## config.mk

```make
export PLATFORM = sky130hd
export DESIGN_NAME = mem_port_arbiter_flat
export DESIGN_NICKNAME = d
export VERILOG_FILES = /design/src/rtl/mem_port_arbiter_if.sv /design/src/rtl/mem_port_arbiter.sv /design/src/flat_wrapper.sv
export SDC_FILE = /design/constraint.sdc
export NUM_CORES = 1
export LEC_CHECK = 0
export CAP_MARGIN = 20
export CORE_AREA = 2 2 172 174
export DETAILED_ROUTE_END_ITERATION = 10
export DIE_AREA = 0 0 174 176
export GPL_TIMING_DRIVEN = 0
export MAX_ROUTING_LAYER = met4
export PLACE_DENSITY_LB_ADDON = 0.3
export SLEW_MARGIN = 20
export SYNTH_ARGS = -nofsm -noshare
export SYNTH_HDL_FRONTEND = slang
export SYNTH_SLANG_ARGS = --single-unit
```

## constraint.sdc

```tcl
create_clock -name clk -period 3.3 [get_ports clk]
set_input_delay 0.495 -clock clk [delete_from_list [all_inputs] [get_ports clk]]
set_output_delay 0.495 -clock clk [all_outputs]
set_load 0.02 [all_outputs]
```

## src/rtl/mem_port_arbiter_if.sv

```systemverilog
// Bundles the IF/MEM request handshakes and the byte-wide RAM port that
// mem_port_arbiter serialises onto.
interface mem_port_arbiter_if;
  logic        if_req_i;
  logic [31:0] if_addr_i;
  logic        mem_req_i;
  logic        mem_we_i;
  logic [1:0]  mem_len_i;
  logic [31:0] mem_addr_i;
  logic [31:0] mem_wdata_i;
  logic [7:0]  ram_din_i;
  logic [31:0] ram_addr_o;
  logic        ram_wr_o;
  logic [7:0]  ram_dout_o;
  logic        if_done_o;
  logic [31:0] if_rdata_o;
  logic        mem_done_o;
  logic [31:0] mem_rdata_o;
  logic [1:0]  rq_STALLER_o;

  // Arbiter side
  modport slave (
    input  if_req_i, if_addr_i, mem_req_i, mem_we_i, mem_len_i,
           mem_addr_i, mem_wdata_i, ram_din_i,
    output ram_addr_o, ram_wr_o, ram_dout_o, if_done_o, if_rdata_o,
           mem_done_o, mem_rdata_o, rq_STALLER_o
  );

  // Requester / RAM side
  modport master (
    output if_req_i, if_addr_i, mem_req_i, mem_we_i, mem_len_i,
           mem_addr_i, mem_wdata_i, ram_din_i,
    input  ram_addr_o, ram_wr_o, ram_dout_o, if_done_o, if_rdata_o,
           mem_done_o, mem_rdata_o, rq_STALLER_o
  );
endinterface

```

## src/rtl/mem_port_arbiter.sv

```systemverilog
// Shares one byte-wide RAM port between instruction fetch and load/store.
// Each granted access is split into 1, 2 or 4 byte cycles; read bytes are
// assembled little-endian and the owner gets a one-cycle done pulse.
module mem_port_arbiter (
  input  logic              clk,
  input  logic              rst_n,
  mem_port_arbiter_if.slave bus
);

  typedef enum logic [1:0] {IDLE, ISSUE, DRAIN, DONE} state_t;

  state_t      state;
  logic [1:0]  cnt;
  logic [1:0]  last_cnt;
  logic        owner_mem;
  logic        we;
  logic [31:0] base;
  logic [31:0] wdata;
  logic [31:0] rdata;

  logic        grant_we;
  logic [31:0] grant_addr;
  logic [1:0]  grant_last;
  logic        cap_en;
  logic [1:0]  cap_idx;
  logic [31:0] rdata_merged;
  logic [31:0] addr_next;
  logic [7:0]  byte_next;
  logic [1:0]  cnt_next;

  // Stall requests are held low while reset is asserted so nothing downstream stalls on a dead port
  assign bus.rq_STALLER_o = {bus.mem_req_i & ~bus.mem_done_o,
                             bus.if_req_i  & ~bus.if_done_o} & {2{rst_n}};

  // Grant decode (MEM wins) and the next-byte / read-assembly helpers
  always_comb begin
    grant_we   = bus.mem_req_i & bus.mem_we_i;
    grant_addr = bus.mem_req_i ? bus.mem_addr_i : bus.if_addr_i;
    grant_last = 2'd3;
    if (bus.mem_req_i) begin
      case (bus.mem_len_i)
        2'b00:   grant_last = 2'd0;
        2'b01:   grant_last = 2'd1;
        default: grant_last = 2'd3;
      endcase
    end

    cnt_next  = cnt + 2'd1;
    addr_next = base + {30'd0, cnt_next};
    byte_next = wdata[{cnt_next, 3'b000} +: 8];

    cap_en  = ((state == ISSUE) && (cnt != 2'd0) && !we) || (state == DRAIN);
    cap_idx = (state == DRAIN) ? last_cnt : (cnt - 2'd1);
    rdata_merged = rdata;
    rdata_merged[{cap_idx, 3'b000} +: 8] = bus.ram_din_i;
  end

  // Main sequencer: grant, issue bytes, drain the last read byte, pulse done
  always_ff @(posedge clk or negedge rst_n) begin
    if (!rst_n) begin
      state           <= IDLE;
      cnt             <= 2'd0;
      last_cnt        <= 2'd0;
      owner_mem       <= 1'b0;
      we              <= 1'b0;
      base            <= 32'd0;
      wdata           <= 32'd0;
      rdata           <= 32'd0;
      bus.ram_addr_o  <= 32'd0;
      bus.ram_wr_o    <= 1'b0;
      bus.ram_dout_o  <= 8'd0;
      bus.if_done_o   <= 1'b0;
      bus.if_rdata_o  <= 32'd0;
      bus.mem_done_o  <= 1'b0;
      bus.mem_rdata_o <= 32'd0;
    end else begin
      case (state)
        IDLE: begin
          if (bus.mem_req_i || bus.if_req_i) begin
            owner_mem      <= bus.mem_req_i;
            we             <= grant_we;
            base           <= grant_addr;
            wdata          <= bus.mem_req_i ? bus.mem_wdata_i : 32'd0;
            last_cnt       <= grant_last;
            cnt            <= 2'd0;
            rdata          <= 32'd0;
            bus.ram_addr_o <= grant_addr;
            bus.ram_wr_o   <= grant_we;
            bus.ram_dout_o <= grant_we ? bus.mem_wdata_i[7:0] : 8'd0;
            state          <= ISSUE;
          end
        end

        ISSUE: begin
          if (cap_en)
            rdata <= rdata_merged;
          if (cnt == last_cnt) begin
            cnt            <= 2'd0;
            bus.ram_addr_o <= 32'd0;
            bus.ram_wr_o   <= 1'b0;
            bus.ram_dout_o <= 8'd0;
            if (we) begin
              bus.mem_done_o  <= 1'b1;
              bus.mem_rdata_o <= 32'd0;
              state           <= DONE;
            end else begin
              state <= DRAIN;
            end
          end else begin
            cnt            <= cnt_next;
            bus.ram_addr_o <= addr_next;
            bus.ram_dout_o <= we ? byte_next : 8'd0;
          end
        end

        DRAIN: begin
          rdata <= rdata_merged;
          if (owner_mem) begin
            bus.mem_done_o  <= 1'b1;
            bus.mem_rdata_o <= rdata_merged;
          end else begin
            bus.if_done_o  <= 1'b1;
            bus.if_rdata_o <= rdata_merged;
          end
          state <= DONE;
        end

        DONE: begin
          bus.if_done_o   <= 1'b0;
          bus.if_rdata_o  <= 32'd0;
          bus.mem_done_o  <= 1'b0;
          bus.mem_rdata_o <= 32'd0;
          state           <= IDLE;
        end

        default: state <= IDLE;
      endcase
    end
  end

endmodule

```

## src/flat_wrapper.sv

```systemverilog
// flat-port wrapper written by rule: the top's interface ports become plain ports
module mem_port_arbiter_flat 
  (clk, rst_n, bus_if_req_i, bus_if_addr_i, bus_mem_req_i, bus_mem_we_i, bus_mem_len_i, bus_mem_addr_i, bus_mem_wdata_i, bus_ram_din_i, bus_ram_addr_o, bus_ram_wr_o, bus_ram_dout_o, bus_if_done_o, bus_if_rdata_o, bus_mem_done_o, bus_mem_rdata_o, bus_rq_STALLER_o);
  mem_port_arbiter_if bus_i ();
  input  logic clk;
  input  logic rst_n;
  input wire logic [$bits(bus_i.if_req_i)-1:0] bus_if_req_i;
  input wire logic [$bits(bus_i.if_addr_i)-1:0] bus_if_addr_i;
  input wire logic [$bits(bus_i.mem_req_i)-1:0] bus_mem_req_i;
  input wire logic [$bits(bus_i.mem_we_i)-1:0] bus_mem_we_i;
  input wire logic [$bits(bus_i.mem_len_i)-1:0] bus_mem_len_i;
  input wire logic [$bits(bus_i.mem_addr_i)-1:0] bus_mem_addr_i;
  input wire logic [$bits(bus_i.mem_wdata_i)-1:0] bus_mem_wdata_i;
  input wire logic [$bits(bus_i.ram_din_i)-1:0] bus_ram_din_i;
  output wire logic [$bits(bus_i.ram_addr_o)-1:0] bus_ram_addr_o;
  output wire logic [$bits(bus_i.ram_wr_o)-1:0] bus_ram_wr_o;
  output wire logic [$bits(bus_i.ram_dout_o)-1:0] bus_ram_dout_o;
  output wire logic [$bits(bus_i.if_done_o)-1:0] bus_if_done_o;
  output wire logic [$bits(bus_i.if_rdata_o)-1:0] bus_if_rdata_o;
  output wire logic [$bits(bus_i.mem_done_o)-1:0] bus_mem_done_o;
  output wire logic [$bits(bus_i.mem_rdata_o)-1:0] bus_mem_rdata_o;
  output wire logic [$bits(bus_i.rq_STALLER_o)-1:0] bus_rq_STALLER_o;
  assign bus_i.if_req_i = bus_if_req_i;
  assign bus_i.if_addr_i = bus_if_addr_i;
  assign bus_i.mem_req_i = bus_mem_req_i;
  assign bus_i.mem_we_i = bus_mem_we_i;
  assign bus_i.mem_len_i = bus_mem_len_i;
  assign bus_i.mem_addr_i = bus_mem_addr_i;
  assign bus_i.mem_wdata_i = bus_mem_wdata_i;
  assign bus_i.ram_din_i = bus_ram_din_i;
  assign bus_ram_addr_o = bus_i.ram_addr_o;
  assign bus_ram_wr_o = bus_i.ram_wr_o;
  assign bus_ram_dout_o = bus_i.ram_dout_o;
  assign bus_if_done_o = bus_i.if_done_o;
  assign bus_if_rdata_o = bus_i.if_rdata_o;
  assign bus_mem_done_o = bus_i.mem_done_o;
  assign bus_mem_rdata_o = bus_i.mem_rdata_o;
  assign bus_rq_STALLER_o = bus_i.rq_STALLER_o;
  mem_port_arbiter u_core (.clk(clk), .rst_n(rst_n), .bus(bus_i));
endmodule
```

After elaboration in Yosys (flattened, before gate mapping). Index checks and enable logic that the tools add are counted.

RAM bits: 0. Output and inout bits: 109. Flip-flop bits (word level): 211. Bits in latches: 0. Memories kept: 0. Word-level logic and storage cells: 97. Bits of input ports: 111. Memory bits (read-only): 0.

Div/mod/pow operators: 0. Bitwise gates (word level): 6. Multiplexer cells: 39. Equal/unequal tests: 11. Add/sub/neg operators: 4. Order comparisons: 0. Shifts and indexed selects: 3. Multiply operators: 0. Reductions and logical operators: 19.

Operators with widths (number): 2-to-1 mux 32 bit (10); case mux 32 bit (3 select lines) (2); case mux 32 bit (2 select lines) (2); adder 32 x 2 -> 32 bit (1); bitwise mux 32 bit (1); 2-to-1 mux 8 bit (4); variable shift 8 x 7 -> 32 bit, first input constant (1); indexed part select 32 x 6 -> 8 bit (1); indexed part select 8 x 7 -> 32 bit (1); case mux 8 bit (2 select lines) (1); 2-to-1 mux 2 bit (6); != test 2 x 1 -> 1 bit, second input constant (4); case mux 2 bit (2 select lines) (2); case mux 2 bit (4 select lines) (1); AND reduction 2 bit (4); 2-to-1 mux 1 bit (7); negation 5 -> 7 bit (1); AND reduction 3 bit (2); nonzero test 2 bit (3); nonzero test 3 bit (2); == test 2 x 1 -> 1 bit, second input constant (2); == test 2 bit, second input constant (2); logical NOT 2 bit (2); != test 2 bit, second input constant (2); other kinds (12) (18).

Logic depth before layout (Yosys ltp).
Word-level depth: 7. Mapped depth: 13. Depth with buffers taken out: 10.

Worst setup path after synthesis. No wires, ideal clock.

Path type: register to register. Start point: reg u_core.cnt[0]. End point: reg u_core.bus.ram_addr_o[26]. Setup time: 0.077 ns. Cell stages (with the launch flop): 12. Data arrival time: 2.671 ns. Required time: 3.223 ns. Path buffers: 2. Setup slack: 0.552 ns. Period minus slack after synthesis: 2.748 ns. Cell sequence: dfrtp_1 inv_1 ha_1 clkbuf_1 inv_1 fa_1 and4b_1 and4_1 buf_2 nand4b_1 xor2_1 a21oi_1.

Word-level cells in the longest chain between the ends: 4. Elaborated cells on any way between the ends: 5. Classes of those cells: 2 x add/sub; 1 x eq/ne; 2 x mux.

RTL lines: from (decl) (RTL line mem_port_arbiter.sv:13) `logic [1:0] cnt;`; from (signal assigned) (RTL line mem_port_arbiter.sv:110) `cnt <= cnt_next;`; adder 2 x 1 -> 2 bit (RTL line mem_port_arbiter.sv:48) `cnt_next = cnt + 2'd1;`; adder 32 x 2 -> 32 bit (RTL line mem_port_arbiter.sv:49) `addr_next = base + {30'd0, cnt_next};`; 2-to-1 mux 32 bit * (RTL line mem_port_arbiter.sv:97) `if (cnt == last_cnt) begin`; case mux 32 bit (2 select lines) * (RTL line mem_port_arbiter.sv:77) `case (state)`; to (signal assigned) (RTL line mem_port_arbiter.sv:87) `bus.ram_addr_o <= grant_addr;`; to (signal assigned) (RTL line mem_port_arbiter.sv:111) `bus.ram_addr_o <= addr_next;`; to (decl) (RTL line mem_port_arbiter_if.sv:25) `output ram_addr_o, ram_wr_o, ram_dout_o, if_done_o, if_rdata_o,`.

Every way passes the cells marked *; elsewhere a longest branch is shown, timed or not. A chain may end at the register's enable or synchronous reset.

Final worst setup path.
Start point: reg u_core.state[0]. End point: reg u_core.bus.mem_rdata_o[17] in the netlist's numbering.

Word-level cells in the longest chain between the ends: 7. Elaborated cells on any way between the ends: 15. Classes of those cells: 1 x add/sub; 6 x eq/ne; 2 x shift; 4 x mux; 2 x reduce/logical.

RTL lines: from (decl) (RTL line mem_port_arbiter.sv:12) `state_t state;`; from (signal assigned) (RTL line mem_port_arbiter.sv:61) `state <= IDLE;`; from (signal assigned) (RTL line mem_port_arbiter.sv:90) `state <= ISSUE;`; from (signal assigned) (RTL line mem_port_arbiter.sv:105) `state <= DONE;`; == test 2 bit (RTL line mem_port_arbiter.sv:53, mem_port_arbiter.sv:77); 2-to-1 mux 2 bit (RTL line mem_port_arbiter.sv:53) `cap_idx = (state == DRAIN) ? last_cnt : (cnt - 2'd1);`; negation 5 -> 7 bit (RTL line mem_port_arbiter.sv:55) `rdata_merged[{cap_idx, 3'b000} +: 8] = bus.ram_din_i;`; indexed part select 8 x 7 -> 32 bit / variable shift 8 x 7 -> 32 bit (equally long branches) (RTL line mem_port_arbiter.sv:55); bitwise mux 32 bit (RTL line mem_port_arbiter.sv:55); 2-to-1 mux 32 bit (RTL line mem_port_arbiter.sv:118) `if (owner_mem) begin`; case mux 32 bit (3 select lines) (RTL line mem_port_arbiter.sv:77); to (signal assigned) (RTL line mem_port_arbiter.sv:120) `bus.mem_rdata_o <= rdata_merged;`; to (decl) (RTL line mem_port_arbiter_if.sv:26) `mem_done_o, mem_rdata_o, rq_STALLER_o`.

Several ways; a longest one is shown, not always the timed one. The select of a mux whose other input is x is not followed.

==> impl_metrics.toml <==
[die]
floorplan.core_area_um2 = 28550
io_pins = 220
num_rows = 62
die_w_um = 174
fp.dieH_um = 176
start_util_pct = 34.99
die_area_um2 = 30620

[place]
hpwl_um = 22130
placed_area_um2 = 12710
finalWeightedCongestion = 0.8491
port_buffers = 218
dp_slack_ps = -243.9

[detailed_routing]
firstDrtPassIters = 5
drt.antenna.violating_nets = 0
drt_iter0_markers = 556
vias_per_cell = 5.203
totalWireLength_um = 30310
num_vias = 8605
wl_per_cell_um = 18.32
drt_drc_violations_left = 0

[global_route]
grt_max_degree = 83
grt_pass1_vias = 8614
antenna_found_initial = 0
grt_pass1_wl_um = 48530
grtUsageTotal_pct = 20.46
grt_overflow = 0

[critical_path]
crit_start = "u_core.state[0]$_DFFE_PN0P_"
arrival_ps = 3520
cp-end-kind = "flip-flop"
crit_path_start_kind = "flip-flop"
path_cells = "inv_1 -> ha_1 -> buf_2 -> inv_2 -> buf_2 -> mux2_2 -> ha_1 -> nor4b_4 -> a22o_1 -> a31o_1"
worstSetupPathType = "flip-flop to flip-flop"
cp_num_buf_inv = 4
required_ps = 3740
max_stage_delay_ps = 440
crit_family = "buffers and inverters"
r2r-start = "u_core.state[0]$_DFFE_PN0P_"
cp_max_fo = 10
cpMaxStageDelayCell = "nor4b_4"

[synth]
yosysWarnings = 0
ys_seq_area_share_pct = 52.86
synth_cell_types = 56
synth-edff-count = 0
syn_nets = 1134
yosys_most_used_dff = "dfrtp_1"
netlist_area_um2 = 9990
avgSynthCellArea_um2 = 9.900
synth-seq-cells = 211
synthesis.instances = 1009
ys_async_sr_fraction_pct = 100.0

[timing]
finalCritPeriodShare_pct = 93.36
setup_slack_ps = 219.1
whs_ps = 457.1
drv_slew = 0
fin_worst_skew_ps = 22.96
fin_crit_ps = 3081
tightestPinTransition_ps = 869.1
rsz0062_at_grt = "false"
hold_viol = 0
slew_headroom_pct = 41.62
setup_tns_ps = 0
fmaxAchievable_ghz = 0.3246
finalSetupViolCount = 0

[finish]
layout_commonest_cell = "clkdlybuf4s50_1"
n_antenna_cell = 0
drive_gt1_share_pct = 6.142
mostFrequentLayoutCells = "217 x clkdlybuf4s50_1, 211 x dfrtp_1, 178 x nand2_1"
area_delta_synth_final_pct = 35.22
fill_cells = 2765
stdcell_area_um2 = 13510
nets = 1379

[power]
p_per_area_nw_per_um2 = 969.2
p_leak_nw = 5.807
totalPowerFinal_mw = 13.09
ir_drop_v = 0.0004264

[clock_tree]
cts.sinks = 211
cts_max_level = 1
cts_tree = "done"
clock_latency_ps = 520
clock-root-buffer = "clkbuf_16"
cts_buffer_depth = 3
clk_pin_slew_ps = 60
cts-buffers-inserted = 24

[worst_hold_path]
worstHoldStart = "u_core.wdata[21]$_DFFE_PN0P_"
hold_class = "flip-flop to flip-flop"

[run_status]
status = "finished clean"

[flow_run]
drv_cap = 0
[registers in the layout (all words and copies together) (netlist names)]
name,flops
u_core.wdata,32
u_core.rdata,32
u_core.bus.ram_wr_o,1
u_core.bus.ram_addr_o,32
u_core.bus.mem_done_o,1
u_core.cnt,2
u_core.state,2
u_core.owner_mem,1
u_core.bus.ram_dout_o,8
u_core.base,32
u_core.we,1
u_core.bus.if_rdata_o,32
u_core.bus.if_done_o,1
u_core.bus.mem_rdata_o,32
u_core.last_cnt,2
[Yosys cell counts (3+ instances only)]
library cell  instances  area, um2
nand3_1              42      210.2
inv_1                16      60.06
nor4_1                4      25.02
xnor2_1              11      96.34
nand2_1             178      668.1
mux2i_1              32      320.3
a221oi_1              8      70.07
nor2b_1              20      125.1
nand2b_1              4      25.02
nor2_1               46      172.7
dfrtp_1             211       5280
mux4_2                8      180.2
a22o_1               48      420.4
clkbuf_1             48      180.2
and2_1                3      18.77
nand4_1              15      93.84
o21ai_0             128      640.6
ha_1                 13      162.7
buf_1                 7      26.28
a31o_1               15      131.4
nor3_1                7      35.03
xor2_1               19      166.4
o221ai_1              5      43.79
and3_1                4      25.02
o31ai_1              16      120.1
buf_2                12      60.06
buf_6                 3      33.78
o21a_1                5      37.54
and2_0               16      100.1
a21oi_1              33      165.2
[worst paths after layout]
check,depth (start not counted),to,slack [ps]
setup / recovery,10,u_core.bus.mem_rdata_o[17]$_DFFE_PN0P_,220
hold / removal,2,u_core.wdata[21]$_DFFE_PN0P_,460
setup reg to reg,10,u_core.bus.mem_rdata_o[17]$_DFFE_PN0P_,220
hold reg to reg,2,u_core.wdata[21]$_DFFE_PN0P_,460
max in group asynchronous,4,u_core.bus.mem_rdata_o[23]$_DFFE_PN0P_,1620
min in group asynchronous,2,u_core.bus.ram_addr_o[16]$_DFFE_PN0P_,540
[tightest hold or removal path: stages, from the launching register on]
cell and delay [ps]:
dfrtp_1 330, nand2_1 50, nand2_1 40
[metrics by stage]
step	utilization, %	instances
floorplan	-	1009
global placement	44.32	1611
detailed placement	44.53	1613
CTS	47.29	1656
global route	47.32	1654
finish	47.32	1654
[power by group]
group	total [mW]	switching [mW]	leakage [nW]	internal, mW
Clock	2.62	1.06	0.386	1.57
Combinational	6.27	3.92	2.67	2.35
Sequential	4.20	0.665	2.75	3.54
[metal layers]
layer  vias up  GRT usage, %  part of all wire (%)
li1       4047             -                     -
met1      4245         27.47                    45
met2       280         33.08                    48
met3        33         3.295                   5.7
met4         0         4.097                   1.6
met5         -             -                     0
[final cells by class]
type                       count  area (um2)  area share, %
tap                          384       480.5          3.557
timing repair buffer         221        2252          16.67
clock buffer                  34       709.4          5.252
inverter                      18       67.56         0.5002
sequential                   211        5280          39.09
multi-input combinational    710        4352          32.22
clock inverter                 8       67.56         0.5002
buffer                        68       299.0          2.214
[cell families after synthesis]
logic type	synth area share, %
AND/OR/NAND/NOR	16.41
XOR/XNOR	2.630
adder cells (fa/ha/maj)	1.829
multiplexers	5.235
buffers and inverters	3.682
flip-flops	52.86
AO/OA/AOI/OAI	17.36
[repair_timing]
item                                    in CTS  in global routing
endpoints found under the setup margin      58                 76
hold buffers                                 1                  0
buffers inserted                             0                  0
hold endpoints to repair                    31                  0
gates resized for setup                      1                  8
Power figures use the tool's default switching activity.
